## config.mk

```make
export PLATFORM = sky130hd
export DESIGN_NAME = tone_synth
export DESIGN_NICKNAME = d
export VERILOG_FILES = /design/src/rtl/tone_pkg.sv /design/src/rtl/tone_shape.sv /design/src/rtl/tone_synth.sv
export SDC_FILE = /design/constraint.sdc
export NUM_CORES = 1
export LEC_CHECK = 0
export ABC_CLOCK_PERIOD_IN_PS = 6600
export BUFFER_PORTS_ARGS = -buffer_cell sky130_fd_sc_hd__buf_4
export CORE_UTILIZATION = 35
export CTS_BUF_LIST = sky130_fd_sc_hd__clkbuf_16
export CTS_CLUSTER_SIZE = 24
export DETAILED_ROUTE_END_ITERATION = 8
export HOLD_SLACK_MARGIN = 0.02
export PLACE_DENSITY = 0.5
export SLEW_MARGIN = 20
export SYNTH_ARGS = -nofsm -noshare
export SYNTH_HDL_FRONTEND = slang
export SYNTH_HIERARCHICAL = 1
export SYNTH_SLANG_ARGS = --single-unit
```

## constraint.sdc

```tcl
create_clock -name CLOCK -period 6.6 [get_ports CLOCK]
set_input_delay 0.66 -clock CLOCK [delete_from_list [all_inputs] [get_ports CLOCK]]
set_output_delay 0.66 -clock CLOCK [all_outputs]
set_load 0.05 [all_outputs]
```

## src/rtl/tone_pkg.sv

```systemverilog
// Shared definitions for the DDS tone channel: waveform encodings and default widths.
// Imported by the synth core, its shaper and the benches that compute phase increments.
package tone_pkg;

  typedef enum logic [1:0] {
    MODE_SQUARE = 2'd0,
    MODE_SAW    = 2'd1,
    MODE_TRI    = 2'd2,
    MODE_MUTE   = 2'd3
  } mode_e;

  localparam int ACC_W_DEF = 24;
  localparam int OUT_W_DEF = 8;

  // Output frequency = CLK_HZ * PHASE_INC / 2^ACC_W.
  localparam int CLK_HZ = 25_000_000;

endpackage

```

## src/rtl/tone_shape.sv

```systemverilog
// Combinational waveform shaper: phase index + mode -> sample, then volume scaling.
// Zero latency, no backpressure; shared with the mixer bench.
module tone_shape
  import tone_pkg::*;
#(
  parameter int OUT_W = OUT_W_DEF
) (
  input  logic [1:0]       mode_i,
  input  logic [OUT_W-1:0] phase_i,
  input  logic [OUT_W-1:0] vol_i,
  output logic [OUT_W-1:0] sample_o
);

  logic [OUT_W-1:0]   tri_t;
  logic [OUT_W-1:0]   wave;
  logic [OUT_W:0]     vol_p1;
  logic [2*OUT_W:0]   product;

  always_comb begin
    tri_t = {phase_i[OUT_W-2:0], 1'b0};
    wave  = '0;
    case (mode_e'(mode_i))
      MODE_SQUARE: wave = phase_i[OUT_W-1] ? {OUT_W{1'b1}} : '0;
      MODE_SAW:    wave = phase_i;
      MODE_TRI:    wave = phase_i[OUT_W-1] ? ~tri_t : tri_t;
      default:     wave = '0;
    endcase

    // vol+1 makes all-ones an exact unity gain and zero a hard mute.
    vol_p1   = {1'b0, vol_i} + {{OUT_W{1'b0}}, 1'b1};
    product  = {{(OUT_W+1){1'b0}}, wave} * {{OUT_W{1'b0}}, vol_p1};
    sample_o = product[2*OUT_W-1:OUT_W];
  end

endmodule

```

## src/rtl/tone_synth.sv

```systemverilog
// DDS tone channel: phase accumulator, period-aligned config shadowing, registered sample.
// One cycle from accumulator to OUT; no backpressure (free-running sample stream).
module tone_synth
  import tone_pkg::*;
#(
  parameter int ACC_W = ACC_W_DEF,
  parameter int OUT_W = OUT_W_DEF
) (
  input  logic             CLOCK,
  input  logic             RESET_N,
  input  logic             ENABLE,
  input  logic [1:0]       MODE,
  input  logic [ACC_W-1:0] PHASE_INC,
  input  logic [OUT_W-1:0] VOLUME,
  output logic [OUT_W-1:0] OUT,
  output logic             WRAP
);

  if (OUT_W < 2 || ACC_W < OUT_W) begin : g_bad_params
    $error("tone_synth: requires OUT_W >= 2 and ACC_W >= OUT_W");
  end

  logic [ACC_W-1:0] acc_q, acc_d;
  logic [ACC_W-1:0] inc_q, inc_d;
  mode_e            mode_q, mode_d;
  logic [OUT_W-1:0] vol_q, vol_d;
  logic [OUT_W-1:0] out_q, out_d;
  logic             wrap_q, wrap_d;

  logic [ACC_W:0]   sum;
  logic             carry;
  logic             load_cfg;
  logic [OUT_W-1:0] phase;
  logic [OUT_W-1:0] shaped;

  assign sum   = {1'b0, acc_q} + {1'b0, inc_q};
  assign carry = sum[ACC_W];
  assign phase = acc_q[ACC_W-1 -: OUT_W];

  // Config only moves at a period boundary, when idle, or when frozen at inc=0,
  // so a running tone never emits a partial period.
  assign load_cfg = !ENABLE || (inc_q == '0) || carry;

  tone_shape #(
    .OUT_W (OUT_W)
  ) u_shape (
    .mode_i   (mode_q),
    .phase_i  (phase),
    .vol_i    (vol_q),
    .sample_o (shaped)
  );

  always_comb begin
    acc_d  = acc_q;
    inc_d  = inc_q;
    mode_d = mode_q;
    vol_d  = vol_q;
    out_d  = out_q;
    wrap_d = wrap_q;

    if (ENABLE) begin
      acc_d  = sum[ACC_W-1:0];
      wrap_d = carry;
      out_d  = shaped;
    end else begin
      acc_d  = '0;
      wrap_d = 1'b0;
      out_d  = '0;
    end

    if (load_cfg) begin
      mode_d = mode_e'(MODE);
      inc_d  = PHASE_INC;
      vol_d  = VOLUME;
    end
  end

  always_ff @(posedge CLOCK or negedge RESET_N) begin
    if (!RESET_N) begin
      acc_q  <= '0;
      inc_q  <= '0;
      mode_q <= MODE_SQUARE;
      vol_q  <= '0;
      out_q  <= '0;
      wrap_q <= 1'b0;
    end else begin
      acc_q  <= acc_d;
      inc_q  <= inc_d;
      mode_q <= mode_d;
      vol_q  <= vol_d;
      out_q  <= out_d;
      wrap_q <= wrap_d;
    end
  end

  assign OUT  = out_q;
  assign WRAP = wrap_q;

endmodule

```

Yosys cells after proc, flatten, opt, wreduce, memory -nomap -nowiden

Cells that the tools add are included.

Register bits after elaboration: 67
Bits in latches: 0
Bits in writable memories: 0
ROM bits: 0
Bits of input ports: 37
Word-level logic and storage cells: 23
Memories kept: 0

Add/sub/neg operators: 2
Multipliers: 1
Divide/modulo/power cells: 0
$lt $le $gt $ge: 0
Equal/unequal tests: 2
Shifts and indexed selects: 0
Muxes and demuxes: 6
Bitwise gates (word level): 1
Reductions and logical operators: 5

Operator list:

| operator            | number |
|---|---|
| $add 24x24->25      | 1 |
| $logic_not 24->1    | 1 |
| $mux 24             | 1 |
| $mux 8              | 3 |
| $pmux 8 s3          | 1 |
| $mul 8x9->16        | 1 |
| $add 8x1->9 const B | 1 |
| $not 8->8           | 1 |
| $eq 2x1->1 const B  | 1 |
| $eq 2x2->1 const B  | 1 |
| $logic_not 2->1     | 1 |
| $logic_or 1x1->1    | 2 |
| $logic_not 1->1     | 1 |
| $mux 1              | 1 |

Logic depth before layout (Yosys ltp)

Gate-level depths: netlist (run 1).

Depth after elaboration: 5
Gate-level depth with buffers: 22
Depth with buffers taken out: 21

Modules after synthesis

Netlist (run 1), hierarchy kept.

By module, submodules not included:

| module     | times used | cells an instance | area each (µm²) | seq. area each (µm²) |
|---|---|---|---|---|
| tone_synth | 1          | 317               | 3726.1          | 1676.6 |
| tone_shape | 1          | 296               | 2404.8          | 0.0 |

Least setup slack after synthesis (run 1)

No wires, ideal clock.

Path type: register -> register
Start point: register mode_q[0]
End point: register out_q[4], in the netlist OUT[4]
Library setup time: 0.066 ns
Data arrival time: 5.064 ns
Required time: 6.534 ns
Setup slack: 1.470 ns
Stages on the path, launching flop included: 19
Period minus slack after synthesis: 5.130 ns
Path through: dfrtp_1 and2b_1 buf_6 a22oi_1 nor2_1 fa_1 inv_1 fa_1 inv_1 fa_1 fa_1 ha_1 a211oi_1 a21boi_0 a221oi_2 nand2_1 o31a_1 a31oi_1 and2_1

Word-level cells in the longest chain between the ends: 4
Elaborated cells between the ends (all ways): 6
Those cells by class: 1 x mul; 2 x eq/ne; 2 x mux; 1 x reduce/logical

Ends and longest elaborated chain:

| what                               | RTL line         | source |
|---|---|---|
| from (decl)                        | tone_synth.sv:25 | `mode_e mode_q, mode_d;` |
| from (signal assigned)             | tone_synth.sv:89 | `mode_q <= mode_d;` |
| $eq 2x2->1 (tied with other cells) | tone_shape.sv:22 | `case (mode_e'(mode_i))` |
| $pmux 8 s3 *                       | tone_shape.sv:22 |  |
| $mul 8x9->16 *                     | tone_shape.sv:31 | `product = {{(OUT_W+1){1'b0}}, wave} * {{OUT_W{1'b0}}, vol_p1};` |
| named net shaped[4]                | tone_synth.sv:34 | `logic [OUT_W-1:0] shaped;` |
| $mux 8 *                           | tone_synth.sv:61 | `if (ENABLE) begin` |
| named net out_d[4]                 | tone_synth.sv:27 | `logic [OUT_W-1:0] out_q, out_d;` |
| to (signal assigned)               | tone_synth.sv:91 | `out_q <= out_d;` |
| to (decl)                          | tone_synth.sv:27 |  |

Mark *: on every way through the listed nets, which the timed path passes. The rest lies on a longest branch.
A chain may end at the register's enable or synchronous reset.

Worst setup path in the final report (run 1)

Start point: register mode_q[1]
End point: register out_q[4], in the netlist OUT[4]

The elaborated chain is that of the path after synthesis.

==> run summary, run 1 <==
I/O pin cnt -> 46
Highest Clock Rate -> 172.2 MHz
Crit path cell chain -> and2b_1 -> a22oi_1 -> nor2_1 -> fa_1 -> inv_1 -> fa_1 -> inv_1 -> fa_1 -> fa_1 -> ha_1 -> a211oi_1 -> a21boi_0 -> a221oi_2 -> nand2_1 -> o31a_1 -> a31oi_1 -> and2_1
Post-synth top cells -> 73 x nor2_1, 67 x dfrtp_1, 57 x ha_1, 57 x inv_1, 41 x fa_1
Detailed Route Iter0 Violations -> 241
Worst slew margin -> 36.93%
Post-CTS sizing -> 0
Worst path slowest cell -> a22oi_1
Grt ovf -> 0
Most numerous cell in the Yosys netlist -> nor2_1
Vias per inst -> 5.049
CP required -> 6.88 ns
Crit path max fanout -> 12
Worst Setup Start Kind -> flop
Most Frequent Cell on Critical Path -> fa_1
Min-delay worst type -> in -> async
Max-cap violations -> 0
Setup TNS -> 0 ns
Largest area contributor in the netlist -> dfrtp_1
DR pass1 iterations -> 6
Placed Instances -> 870
Kind of critical path -> reg -> reg
Syn Nets -> 748
Layout area overhead -> 14.14%
Top Family by Delay on Critical Path -> adder cells
Post-cts hold buffer count -> 0
Status -> finished clean
Crit path setup slack, layout -> 0.7936 ns
Initial Util -> 35.69%
Fin Clk Skew -> 0.008930 ns
Cell Rows -> 48
Worst setup path startpoint -> mode_q[1]
Global-route wire length before repair -> 23520 um
Cells after Synth -> 613
Post-Route WL -> 13870 um
NumNets Final -> 791
R2r startpoint -> mode_q[1]
Post-synth top flop -> dfrtp_1
Max clock buf depth -> 2
Pre-CTS WS -> 0.7047 ns
Initial antenna violation count -> 0
Crit path arrival time -> 6.08 ns
Clock tree root buffer cell -> clkbuf_16
Top cell type's share of synthesized area -> 27.35%
Vias in the first global route -> 4743
Share of cells above drive strength 1 -> 17.58%
Die Span X -> 134.4 um
RSZ-0062 raised after global routing -> no
Worst path max stage delay -> 0.72 ns
Fin crit share -> 87.98%
Global Route Usage Sum -> 16.80%
Max-slew violations -> 0
Placer congestion estimate -> 0.8595
Library cells used by synthesis -> 58
Synth async-reset ratio -> 100.0%
Vias -> 4468
Fin util -> 40.74%
Antenna Nets Post-Route -> 0
Buffers on Ports -> 45
DRC violations left -> 0
Post-synth EDFFs -> 0
Finished Layout Cells -> 885
Setup Viol. Count Final -> 0
Largest net degree at the start of global routing -> 68
Slew @ Worst Pin -> 0.9425 ns
Worst skew pair latency -> 0.34 ns
Syn_area_per_cell -> 10.00 um^2
DR WL/cell -> 15.68 um
CP Capture Type -> flop
Register area share after synthesis -> 27.35%
Reg clk slew, reported paths -> 0.06 ns
Flops & latches, synth -> 67
ANT cells -> 0
Cell count along the critical path -> 17
Cell area after synthesis -> 6131 um^2
CORE AREA -> 17180 um^2
Filler Cells Inserted -> 1739
Setup Fix Bufs, Post-CTS -> 0
TritonCTS Buffers -> 9
Tmin final -> 5.806 ns
Clock sinks -> 67
Top cells by area, synth -> dfrtp_1 27%, fa_1 13%, ha_1 12%
Post-DP HPWL -> 10600 um
DIE HEIGHT -> 134.4 um
Hold Vio Cnt, Final -> 0
Warning count from the yosys run -> 6
Htree depth -> 3
Register-to-Register Path Depth -> 17
Die area -> 18050 um^2
WP buf/inv -> 2
CTS tree -> done
-- cells by family (layout without fill, tap and decap cells) --
family	Yosys count	in the layout	synth area share, %
AO/OA/AOI/OAI	108	108	12.90
buffers and inverters	71	118	5.163
AND/OR/NAND/NOR	195	195	15.65
adder cells (fa/ha/maj)	98	98	25.02
XOR/XNOR	34	34	4.857
flip-flops	67	67	27.35
multiplexers	40	40	9.061
-- cells in the final DEF (no fill, tap or decap), types with 26 or more instances in the layout --
cell type  count
dfrtp_1       67
fa_1          41
mux2_4        30
buf_4         46
inv_1         58
a21oi_1       26
nor2_1        73
nand2_1       34
ha_1          57
and2_1        26
-- area by class of cell --
class	count	area [um^2]	share of cell area [%]
multi-input cells	475	4149	59.29
flip-flops and latches	67	1677	23.96
repair buffers	46	345.3	4.935
well taps	225	281.5	4.023
clock buffers	9	225.2	3.218
inverters	57	214.0	3.057
clock inverters	6	106.4	1.520
-- flip-flops by register name (all words and copies together) (netlist names) --
register  count
inc_q        24
OUT           8
vol_q         8
WRAP          1
acc_q        24
mode_q        2
-- worst paths after layout --
path | to | slack [ns]
max | OUT[4] | 0.79
min | inc_q[14] | 0.43
min in group CLOCK | mode_q[1] | 0.54
max reg2reg | OUT[4] | 0.79
min reg2reg | inc_q[9] | 0.56
max in group asynchronous | OUT[6] | 5.58
-- metrics by stage --
stage               hold slack [ns]  cell area (um^2)
floorplan                    0.3644              6131
global placement             0.5281              6656
detailed placement           0.5395              6656
CTS                          0.4753              6988
global route                 0.5299              6998
finish                       0.4294              6998
-- routing by layer --
layer  routed length [um]  track usage, %  vias to the layer above
met5                    0               0                        -
met4                  340           6.367                        0
met3                  337           3.212                       17
met2                 6853           28.47                       51
met1                 6342           21.12                     2225
li1                     -               -                     2175
Power of run 1 is not shown: default switching activity piles up to over one toggle a cycle in this logic, so the estimate is an artifact.
==> inputs of run 2 (changes only) <==
CTS_BUF_LIST = not set   (was sky130_fd_sc_hd__clkbuf_16)
==> run summary, run 2 (synthesis results as in run 1) <==
Status -> finished clean
Fin crit share -> 88.04% (about the same)
Clock tree root buffer cell -> clkbuf_16
Finished Layout Cells -> 885 (unchanged)
Crit path max fanout -> 12 (unchanged)
DR WL/cell -> 15.67 um (about the same)
Most common cell after layout, fill and taps aside -> nor2_1
Largest net degree at the start of global routing -> 68 (unchanged)
Placed Instances -> 870 (unchanged)
Global-route wire length before repair -> 23430 um (-0.38%)
R2r startpoint -> mode_q[1]
Post-DP HPWL -> 10600 um (unchanged)
Clock sinks -> 67 (unchanged)
Buffers on Ports -> 45 (unchanged)
Register-to-Register Path Depth -> 17 (unchanged)
Post-CTS sizing -> 0 (unchanged)
Initial antenna violation count -> 0 (unchanged)
Placed cell area -> 6656 um^2 (unchanged)
Top Registers -> acc_q x24, inc_q x24
Placer congestion estimate -> 0.8595 (unchanged)
Highest Clock Rate -> 172.1 MHz (about the same)
Die area -> 18050 um^2 (unchanged)
Max-slew violations -> 0 (unchanged)
Setup TNS -> 0 ns (unchanged)
CP required -> 6.88 ns (about the same)
Final instance area -> 7008 um^2 (+0.14%)
Antenna Nets Post-Route -> 0 (unchanged)
Detailed Route Iter0 Violations -> 251 (+4.1%)
Worst Setup Start Kind -> flop
Crit path arrival time -> 6.09 ns (about the same)
Filler Cells Inserted -> 1737 (-0.12%)
Tmin final -> 5.810 ns (+0.003977 ns)
Die Span X -> 134.4 um (unchanged)
Max clock buf depth -> 2 (unchanged)
Commonest cells after routing, fill and taps aside -> 73 x nor2_1, 67 x dfrtp_1, 57 x inv_1, 57 x ha_1, 46 x buf_4
Htree depth -> 3 (unchanged)
Worst skew pair latency -> 0.34 ns (about the same)
Global Route Usage Sum -> 16.76% (-0.033 points)
Vias per inst -> 5.053 (about the same)
Max-cap violations -> 0 (unchanged)
Worst slew margin -> 36.58% (-0.35 points)
NumNets Final -> 791 (unchanged)
Post-cts hold buffer count -> 0 (unchanged)
Min-delay worst type -> in -> async
Setup Viol. Count Final -> 0 (unchanged)
Kind of critical path -> reg -> reg
Reg clk slew, reported paths -> 0.06 ns (about the same)
Setup Fix Bufs, Post-CTS -> 0 (unchanged)
CP Capture Type -> flop
Fin Clk Skew -> 0.009192 ns (+0.0002623 ns)
Initial Util -> 35.69% (unchanged)
CORE AREA -> 17180 um^2 (unchanged)
ANT cells -> 0 (unchanged)
Vias in the first global route -> 4726 (-0.36%)
DIE HEIGHT -> 134.4 um (unchanged)
DR pass1 iterations -> 7 (+1)
I/O pin cnt -> 46 (unchanged)
Layout area overhead -> 14.31%
Share of cells above drive strength 1 -> 17.73% (+0.15 points)
Cell Rows -> 48 (unchanged)
Grt ovf -> 0 (unchanged)
Hold Vio Cnt, Final -> 0 (unchanged)
Worst r2r dst -> OUT[4]
Slew @ Worst Pin -> 0.9477 ns (+0.005221 ns)
Vias -> 4472 (+0.090%)
Post-Route WL -> 13870 um (about the same)
DRC violations left -> 0 (unchanged)
TritonCTS Buffers -> 9 (unchanged)
CTS tree -> done
RSZ-0062 raised after global routing -> no
Reg-to-reg setup timing slack -> 0.79 ns (about the same)
run 2: changes by cell type in the layout (fill, tap and decap cells not counted), sizes merged:
cell    change
clkinv      -1
inv         -1
clkbuf      +2
run 2: layout make-up:
class / instances / area [um^2] / area share, %
clock buffer: 11 / 242.7 / 3.464
clock inverter: 4 / 98.84 / 1.410
sequential: 67 / 1677 / 23.92
tap: 225 / 281.5 / 4.017
inverter: 57 / 214.0 / 3.053
multi-input combinational: 475 / 4149 / 59.20
timing repair buffer: 46 / 345.3 / 4.928
run 2: worst max-delay path: stages (launching register included):
cell	delay [ns]
dfrtp_1	0.53
and2b_1	0.32
a22oi_1	0.72
nor2_1	0.14
fa_1	0.54
inv_1	0.05
fa_1	0.48
inv_1	0.06
fa_1	0.50
fa_1	0.49
ha_1	0.35
a211oi_1	0.32
a21boi_0	0.16
a221oi_2	0.41
nand2_1	0.17
o31a_1	0.27
a31oi_1	0.12
and2_1	0.13
run 2: worst max-delay path by stage:
stage,from,endpoint,slack [ns],cells past startpoint
final,mode_q[1],OUT[4],0.79,17
after floorplan,mode_q[0],OUT[4],1.47,18
after CTS,mode_q[1],OUT[4],0.68,17
after global routing,mode_q[1],OUT[4],0.35,17
after detailed placement,mode_q[1],OUT[4],0.70,17
after global placement,mode_q[1],OUT[4],0.88,17
run 2: metal layers:
| layer | global-route usage [%] | up-vias | part of all wire, % |
|---|---|---|---|
| li1 | - | 2178 | - |
| met1 | 21.05 | 2222 | 46 |
| met2 | 28.44 | 55 | 49 |
| met3 | 3.212 | 17 | 2.3 |
| met4 | 6.367 | 0 | 2.5 |
| met5 | 0 | - | 0 |
run 2: stage by stage:
| stage | utilization (%) | worst slack (ns) | hold slack [ns] |
|---|---|---|---|
| 2_1_floorplan | - | 1.470 | 0.3644 |
| 3_3_place_gp | 38.75 | 0.8824 | 0.5281 |
| 3_5_place_dp | 38.75 | 0.7047 | 0.5395 |
| 4_1_cts | 40.74 | 0.6763 | 0.4754 |
| 5_1_grt | 40.80 | 0.3458 | 0.5302 |
| 6_report | 40.80 | 0.7896 | 0.4296 |
Power of run 2 is left out for the same reason.
